$ cat config.mk
export PLATFORM = sky130hd
export DESIGN_NAME = pee_arbiter
export DESIGN_NICKNAME = d
export VERILOG_FILES = /design/src/rtl/pee_arb_pkg.sv /design/src/rtl/pee_rr_picker.sv /design/src/rtl/pee_arbiter.sv
export SDC_FILE = /design/constraint.sdc
export NUM_CORES = 1
export LEC_CHECK = 0
export CAP_MARGIN = 0
export CORE_MARGIN = 4
export CORE_UTILIZATION = 25
export DETAILED_ROUTE_END_ITERATION = 7
export GPL_ROUTABILITY_DRIVEN = 0
export GPL_TIMING_DRIVEN = 0
export PLACE_DENSITY = 0.63
export SETUP_SLACK_MARGIN = 0.15
export SLEW_MARGIN = 25
export SYNTH_ARGS = -nofsm -noshare
export SYNTH_HDL_FRONTEND = slang
export SYNTH_SLANG_ARGS = --single-unit
$ cat constraint.sdc
create_clock -name clk -period 4.7 [get_ports clk]
set_input_delay 0.94 -clock clk [delete_from_list [all_inputs] [get_ports clk]]
set_output_delay 0.94 -clock clk [all_outputs]
set_load 0.005 [all_outputs]
$ cat src/rtl/pee_arb_pkg.sv
// Shared types and constants for the PEE port arbiter.
// The optional watchdog is selected in the top by PEE_ARB_WATCHDOG_EN.
package pee_arb_pkg;

  localparam int PEE_ADDR_W = 32;

  typedef enum logic [1:0] {
    ST_IDLE    = 2'd0,
    ST_ISSUE   = 2'd1,
    ST_RELEASE = 2'd2,
    ST_DRAIN   = 2'd3
  } pee_arb_state_e;

  localparam logic [1:0] RSP_OK      = 2'd0;
  localparam logic [1:0] RSP_PEE_ERR = 2'd1;
  localparam logic [1:0] RSP_WDOG    = 2'd2;

  // Requester index to one-hot; callers truncate to their own width.
  function automatic logic [7:0] idx_to_onehot(input logic [2:0] idx);
    idx_to_onehot = 8'd1 << idx;
  endfunction

endpackage

$ cat src/rtl/pee_rr_picker.sv
// Combinational round-robin priority encoder: the first asserted request
// strictly after `last`, wrapping modulo NUM_REQ.
module pee_rr_picker
  import pee_arb_pkg::*;
#(
  parameter int NUM_REQ = 4,
  localparam int IDX_W  = $clog2(NUM_REQ)
) (
  input  logic [NUM_REQ-1:0] req,
  input  logic [IDX_W-1:0]   last,
  output logic               valid,
  output logic [IDX_W-1:0]   idx
);

  int               w_cand;
  logic [IDX_W-1:0] w_sel;

  // Scan from the farthest candidate to the nearest so the nearest hit wins.
  always_comb begin
    valid  = 1'b0;
    idx    = '0;
    w_cand = 0;
    w_sel  = '0;
    for (int k = NUM_REQ; k >= 1; k--) begin
      w_cand = int'(last) + k;
      if (w_cand >= NUM_REQ) begin
        w_cand = w_cand - NUM_REQ;
      end else begin
        w_cand = w_cand;
      end
      w_sel = IDX_W'(w_cand);
      if (req[w_sel]) begin
        valid = 1'b1;
        idx   = w_sel;
      end else begin
        valid = valid;
      end
    end
  end

endmodule

$ cat src/rtl/pee_arbiter.sv
// Round-robin arbiter/sequencer sharing the PEE CPU-side port between requesters.
// Define PEE_ARB_WATCHDOG_EN to add the hung-transaction watchdog and DRAIN state.
module pee_arbiter
  import pee_arb_pkg::*;
#(
  parameter int NUM_REQ     = 4,
  parameter int WDOG_CYCLES = 4096
) (
  input  logic                       clk,
  input  logic                       rst,
  input  logic [NUM_REQ-1:0]         req,
  input  logic [PEE_ADDR_W*NUM_REQ-1:0] req_addr,
  output logic [NUM_REQ-1:0]         grant,
  output logic [NUM_REQ-1:0]         done,
  output logic [31:0]                rsp_result,
  output logic [1:0]                 rsp_err,
  output logic                       pee_req,
  output logic [PEE_ADDR_W-1:0]      pee_code_addr,
  input  logic                       pee_ack,
  input  logic [31:0]                pee_result,
  input  logic                       pee_error,
  output logic                       busy
);

  localparam int IDX_W = $clog2(NUM_REQ);

  if ((NUM_REQ < 2) || (NUM_REQ > 8) || (WDOG_CYCLES < 2)) begin : g_bad_cfg
    $error("pee_arbiter: NUM_REQ must be 2..8 and WDOG_CYCLES at least 2");
  end

  pee_arb_state_e          r_state, w_state_nxt;
  logic [IDX_W-1:0]        r_last, w_last_nxt;
  logic [NUM_REQ-1:0]      r_grant, w_grant_nxt;
  logic [NUM_REQ-1:0]      r_done, w_done_nxt;
  logic [31:0]             r_rsp_result, w_rsp_result_nxt;
  logic [1:0]              r_rsp_err, w_rsp_err_nxt;
  logic                    r_pee_req, w_pee_req_nxt;
  logic [PEE_ADDR_W-1:0]   r_pee_code_addr, w_pee_code_addr_nxt;
  logic                    r_busy;

  logic                    w_pick_valid;
  logic [IDX_W-1:0]        w_pick_idx;
  logic [NUM_REQ-1:0]      w_pick_onehot;
  logic [PEE_ADDR_W-1:0]   w_addr_sel;

`ifdef PEE_ARB_WATCHDOG_EN
  localparam int WDOG_W = $clog2(WDOG_CYCLES);
  logic [WDOG_W-1:0]       r_wdog, w_wdog_nxt;
`endif

  pee_rr_picker #(
    .NUM_REQ (NUM_REQ)
  ) u_picker (
    .req   (req),
    .last  (r_last),
    .valid (w_pick_valid),
    .idx   (w_pick_idx)
  );

  assign w_pick_onehot = NUM_REQ'(idx_to_onehot(3'(w_pick_idx)));

  // Address slice of the requester being picked.
  always_comb begin
    w_addr_sel = '0;
    for (int k = 0; k < NUM_REQ; k++) begin
      if (w_pick_idx == IDX_W'(k)) begin
        w_addr_sel = req_addr[k*PEE_ADDR_W +: PEE_ADDR_W];
      end else begin
        w_addr_sel = w_addr_sel;
      end
    end
  end

  // Next-state and next-output logic; `grant` doubles as the owner record.
  always_comb begin
    w_state_nxt         = r_state;
    w_last_nxt          = r_last;
    w_grant_nxt         = r_grant;
    w_done_nxt          = '0;
    w_rsp_result_nxt    = r_rsp_result;
    w_rsp_err_nxt       = r_rsp_err;
    w_pee_req_nxt       = r_pee_req;
    w_pee_code_addr_nxt = r_pee_code_addr;
`ifdef PEE_ARB_WATCHDOG_EN
    w_wdog_nxt          = r_wdog;
`endif
    case (r_state)
      ST_IDLE: begin
        if (w_pick_valid) begin
          w_state_nxt         = ST_ISSUE;
          w_last_nxt          = w_pick_idx;
          w_grant_nxt         = w_pick_onehot;
          w_pee_code_addr_nxt = w_addr_sel;
          w_pee_req_nxt       = 1'b1;
`ifdef PEE_ARB_WATCHDOG_EN
          w_wdog_nxt          = WDOG_W'(WDOG_CYCLES - 1);
`endif
        end else begin
          w_state_nxt = ST_IDLE;
        end
      end
      ST_ISSUE: begin
        if (pee_ack) begin
          w_state_nxt      = ST_RELEASE;
          w_rsp_result_nxt = pee_result;
          w_rsp_err_nxt    = pee_error ? RSP_PEE_ERR : RSP_OK;
          w_pee_req_nxt    = 1'b0;
          w_done_nxt       = r_grant;
`ifdef PEE_ARB_WATCHDOG_EN
        end else if (r_wdog == '0) begin
          // The late ack from the PEE is still owed; absorb it in DRAIN.
          w_state_nxt      = ST_DRAIN;
          w_rsp_result_nxt = 32'd0;
          w_rsp_err_nxt    = RSP_WDOG;
          w_pee_req_nxt    = 1'b0;
          w_done_nxt       = r_grant;
        end else begin
          w_wdog_nxt = r_wdog - WDOG_W'(1);
        end
`else
        end else begin
          w_state_nxt = ST_ISSUE;
        end
`endif
      end
      ST_RELEASE: begin
        if (!pee_ack) begin
          w_state_nxt = ST_IDLE;
          w_grant_nxt = '0;
        end else begin
          w_state_nxt = ST_RELEASE;
        end
      end
      ST_DRAIN: begin
`ifdef PEE_ARB_WATCHDOG_EN
        if (pee_ack) begin
          w_state_nxt = ST_RELEASE;
        end else begin
          w_state_nxt = ST_DRAIN;
        end
`else
        w_state_nxt = ST_IDLE;
        w_grant_nxt = '0;
`endif
      end
      default: begin
        w_state_nxt   = ST_IDLE;
        w_grant_nxt   = '0;
        w_pee_req_nxt = 1'b0;
      end
    endcase
  end

  // State and output registers.
  always_ff @(posedge clk) begin
    if (rst) begin
      r_state         <= ST_IDLE;
      r_last          <= IDX_W'(NUM_REQ - 1);
      r_grant         <= '0;
      r_done          <= '0;
      r_rsp_result    <= 32'd0;
      r_rsp_err       <= RSP_OK;
      r_pee_req       <= 1'b0;
      r_pee_code_addr <= '0;
      r_busy          <= 1'b0;
`ifdef PEE_ARB_WATCHDOG_EN
      r_wdog          <= '0;
`endif
    end else begin
      r_state         <= w_state_nxt;
      r_last          <= w_last_nxt;
      r_grant         <= w_grant_nxt;
      r_done          <= w_done_nxt;
      r_rsp_result    <= w_rsp_result_nxt;
      r_rsp_err       <= w_rsp_err_nxt;
      r_pee_req       <= w_pee_req_nxt;
      r_pee_code_addr <= w_pee_code_addr_nxt;
      r_busy          <= (w_state_nxt != ST_IDLE);
`ifdef PEE_ARB_WATCHDOG_EN
      r_wdog          <= w_wdog_nxt;
`endif
    end
  end

  assign grant         = r_grant;
  assign done          = r_done;
  assign rsp_result    = r_rsp_result;
  assign rsp_err       = r_rsp_err;
  assign pee_req       = r_pee_req;
  assign pee_code_addr = r_pee_code_addr;
  assign busy          = r_busy;

endmodule

# Word level (Yosys, flattened, before mapping)
# Index checks and enable logic that the tools add are counted.
# word_totals
ff_bits	80
input_bits	168
out_inout_bits	76
word_cells	80
# op_classes
n_addsub	8
n_lt_le_gt_ge	8
n_eq_ne	8
n_shift	1
n_mux	35
bitwise_logic	1
n_reduce_logical	10
# ops
op	count
$mux 32	4
$mux 2	10
$lt 2x3->1 const B	4
$mux 1	12
$pmux 4 s3	1
$ge 3x3->1 const B	3
$bmux 1 s2	4
$eq 2x2->1 const B	4
$mux 4	2
$pmux 2 s4	1
$sub 2x1->2 const B	4
$add 2x2->3 const B	2
$reduce_and 2->1	3
$add 2x3->4 const B	1
$eq 2x1->1 const B	2
$ge 4x3->1 const B	1
$logic_not 2->1	2
$reduce_bool 2->1	2
$shl 1x2->4 const A	1
$add 2x1->3 const B	1
$reduce_and 3->1	1
$reduce_bool 3->1	1
$ne 2x1->1 const B	1
$ne 2x2->1 const B	1
3 further kinds	3

# Logic depth before layout (Yosys ltp)
# logic_depth
depth_word	14
ltp_mapped	7
depth_no_buf	5

# By module
# A second synthesis with hierarchy kept.
# unflattened
hier_cells	327
hier_area_um2	3492.1
# modules_own_cells
mod	instances	cells_each	area_each_um2
pee_arbiter	1	313	3400.8
pee_rr_picker	1	14	91.3

# Least setup slack after synthesis
# Ideal clock, no wire load.
# synth_path
kind	input port to flip-flop
start	input port req[3]
end	register r_pee_code_addr[3] (netlist: pee_code_addr[3])
arrival_ns	2.164
t_required_ns	4.621
path_slack_ns	2.457
stages	7
cell_sequence	nor2b_1 > or3b_1 > o221a_2 > buf_6 > buf_2 > a211o_1 > o211ai_1
# synth_between
elab_chain_len	11
elab_cells_between_ends	25
classes_between	eq/ne (3); mux (20); reduce/logical (2)
# synth_rtl
element	line_no	rtl
from (decl)	pee_arbiter.sv:11	input logic [NUM_REQ-1:0] req,
$bmux 1 s2	pee_rr_picker.sv:32	if (req[w_sel]) begin
$mux 1 (implied by the code)	pee_rr_picker.sv:32	
$mux 2 (4 in series)	pee_rr_picker.sv:32	
$logic_not 2->1	pee_arbiter.sv:66	if (w_pick_idx == IDX_W'(k)) begin
$mux 32 (4 in series)	pee_arbiter.sv:66	
to (signal assigned)	pee_arbiter.sv:177	r_pee_code_addr <= w_pee_code_addr_nxt;
to (decl)	pee_arbiter.sv:38	logic [PEE_ADDR_W-1:0] r_pee_code_addr, w_pee_code_addr_nxt;
# Parallel ways exist; a longest one is shown, timed or not. The select of a mux whose other input is x is not followed.
# A chain may end at the register's enable or synchronous reset.

# Worst setup path in the final report
# layout_path
start	input port req[3]
end	register r_pee_code_addr[9] (netlist: pee_code_addr[9])
# Same word-level chain as after synthesis.

==> flow_summary.json <==
{
  "vias_per_cell": 4.86,
  "post_dp_cell_area_um2": 6620,
  "crit_start": "req[3]",
  "seq_power_share_pct": 35.8,
  "tightest_slew_ns": 0.574,
  "critical_path_class": "in2reg",
  "portBuffers": 241,
  "netlist.area_leader.share_pct": 40.1,
  "hp-start": "rsp_result[25]$_SDFFE_PP0P_",
  "fmax_ghz": 0.339,
  "dp_hpwl_mm": 12.5,
  "drt_pre_antenna_iters": 4,
  "crit_required_ns": 4.97,
  "grt_max_degree": 17,
  "initial_core_util_pct": 25.8,
  "finalNetCount": 895,
  "htree_levels": 3,
  "async_flop_share_pct": 0,
  "synthTopCellsByArea": "dfxtp_1 40%, nand2_1 9.7%, mux2i_1 8.1%",
  "status": "finished clean",
  "coreArea_um2": 15300,
  "yosys_warnings": 0,
  "cts_setup_buffers": 0,
  "ant_nets": 0,
  "yosys.cell_types.count": 33,
  "initialDrtViolationCount": 154,
  "die_w_um": 134,
  "max_stage_delay_ns": 0.55,
  "ys.flop_type": "dfxtp_1",
  "cts_tree": "built",
  "drt-total-wl_mm": 16.1,
  "syn-num-nets": 643,
  "antennaDiodeCount": 0,
  "slew_violations": 0,
  "avgSynthCellArea_um2": 8.31,
  "cts_resized": 0,
  "period_needed_ns": 2.95,
  "crit_buf_inv": 2,
  "overflow": 0,
  "clock_skew_ns": 0.00434,
  "hold_viol": 0,
  "cts_made_buffers": 9,
  "syn_to_final_growth_pct": 75.7,
  "slowest_stage": "nor4_1",
  "path_clk_slew_ns": 0.07,
  "grt_pass1_wl_mm": 25.0,
  "swShare_pct": 29.7,
  "worstPathMaxFanout": 10,
  "rsz0062_at_grt": "no",
  "cp_cell_sequence": "clkdlybuf4s50_1, nor4_1, nor3_1, nor2_1, clkbuf_1, nand2_1, o211ai_1",
  "synth_area_um2": 3950,
  "clk_latency_ns": 0.34,
  "maxCapViolCount": 0,
  "p_leak_nw": 2.51,
  "ctsHoldBuffers": 0,
  "fin_crit_sh_pct": 62.7,
  "yosys.area.top_type": "dfxtp_1",
  "fillers": 1486,
  "crit_family": "simple AND/OR/NAND/NOR gates",
  "final_layout_size_suffix_gt1_share_pct": 4.92,
  "die_area_um2": 17900,
  "cts_buffer_depth": 2,
  "crit_path_start_kind": "input pin",
  "setup_violations": 0,
  "synthTopCellsByCount": "102 x nand2_1, 79 x dfxtp_1, 36 x a21oi_1, 34 x a211o_1, 33 x clkbuf_1",
  "peakVddDrop_mv": 0.144,
  "power_frac_comb_pct": 29.6,
  "slew_headroom_pct": 61.5,
  "std_cell_rows": 45,
  "synth-edff-count": 0,
  "end_kind": "flip-flop",
  "synth_most_common_cell": "nand2_1",
  "root_buffer": "clkbuf_16",
  "hold_path.class": "reg2reg",
  "net-switching-power_w": 0.000642,
  "grt_pass1_vias": 4709,
  "seq_area_frac_synth_pct": 40.1,
  "vias": 4579,
  "grt.total_usage_pct": 17.4,
  "avgRoutedWirePerCell_um": 17.1,
  "r2r-start": "r_last[0]$_SDFFE_PP1P_",
  "power.share.clock_pct": 34.5,
  "antenna_found_initial": 1,
  "intPower_w": 0.00152,
  "tns_ns": 0,
  "cts.sinks": 79,
  "ys_seq_elements": 79,
  "die_height_um": 134,
  "design_area_um2": 6930,
  "arrival_ns": 3.22,
  "io_pins": 244,
  "drc": 0,
  "power_density_nw_per_um2": 312,
  "synthCells": 475
}
area by class of cell:
class / instances / area, um2 / area share (%)
inverter: 1 / 3.75 / 0.0542
sequential: 79 / 1580 / 22.8
multi-input combinational: 345 / 2130 / 30.8
clock inverter: 7 / 83.8 / 1.21
tap: 211 / 264 / 3.81
timing repair buffer: 241 / 2410 / 34.8
clock buffer: 9 / 225 / 3.25
buffer: 50 / 226 / 3.27
layout by cell type (no fill, tap or decap), drive strengths merged, types with 3 or more instances in the layout:
master,instances
clkdlybuf4s50,241
nand2,102
dfxtp,79
clkbuf,42
a21oi,37
a211o,34
mux2i,32
nand4,32
o31ai,32
o211ai,32
buf,17
nor2,11
inv,6
nor2b,4
a32oi,4
and2,4
nor3,3
flip-flops by register name, summed over array words and instances, names as in the netlist:
register and cells:
r_state 2, done 4, pee_req 1, pee_code_addr 32, r_last 2, rsp_err 1
grant 4, busy 1, rsp_result 32
cell families after synthesis:
group / count (synthesis) / share of synthesized area [%]
and+or+nand+nor: 165 / 18.9
muxes: 32 / 8.12
AOI/OAI and AO/OA: 146 / 26.7
xor gates and xnor gates: 1 / 0.222
DFF: 79 / 40.1
buffers and inverters: 51 / 5.83
other: 1 / 0.0950
per-layer routing:
| layer | part of all wire, % | track usage (%) | wire length [um] | up-vias |
|---|---|---|---|---|
| li1 | - | - | - | 2259 |
| met1 | 41 | 20.0 | 6630 | 2116 |
| met2 | 49 | 30.5 | 7850 | 183 |
| met3 | 8.4 | 5.74 | 1360 | 19 |
| met4 | 1.6 | 5.54 | 255 | 2 |
| met5 | 0.075 | 0 | 12 | - |
per-stage QoR:
stage	hold WS, ns	worst slack (ns)	total power, W	cells	utilization [%]
after floorplan	0.453	2.46	0.00107	475	-
after global placement	0.442	1.43	0.00142	927	43.2
after detailed placement	0.448	1.32	0.00143	927	43.2
after CTS	0.457	1.69	0.00219	943	45.3
after global routing	0.470	1.42	0.00227	943	45.3
final	0.454	1.75	0.00216	943	45.3
final timing paths:
kind	to	slack, ns	depth (start not counted)
setup reg to reg	pee_code_addr[3]$_SDFFE_PP0P_	2.76	6
hold / removal	rsp_result[25]$_SDFFE_PP0P_	0.45	2
setup / recovery	pee_code_addr[9]$_SDFFE_PP0P_	1.75	7
hold reg to reg	rsp_result[25]$_SDFFE_PP0P_	0.45	2
worst min-delay path: stages (launching register included):
cell and delay [ns]:
dfxtp_1 0.31, nand2_1 0.05, a21oi_1 0.05
power by group through the flow:
| stage | clock network (W) | logic (W) | registers [W] |
|---|---|---|---|
| finish | 0.000747 | 0.000641 | 0.000775 |
| global route | 0.000795 | 0.000695 | 0.000783 |
| CTS | 0.000772 | 0.000647 | 0.000776 |
| detailed placement | 0 | 0.000644 | 0.000790 |
| global placement | 0 | 0.000631 | 0.000789 |
| floorplan | 0 | 0.000279 | 0.000792 |
Power figures use the tool's default switching activity.
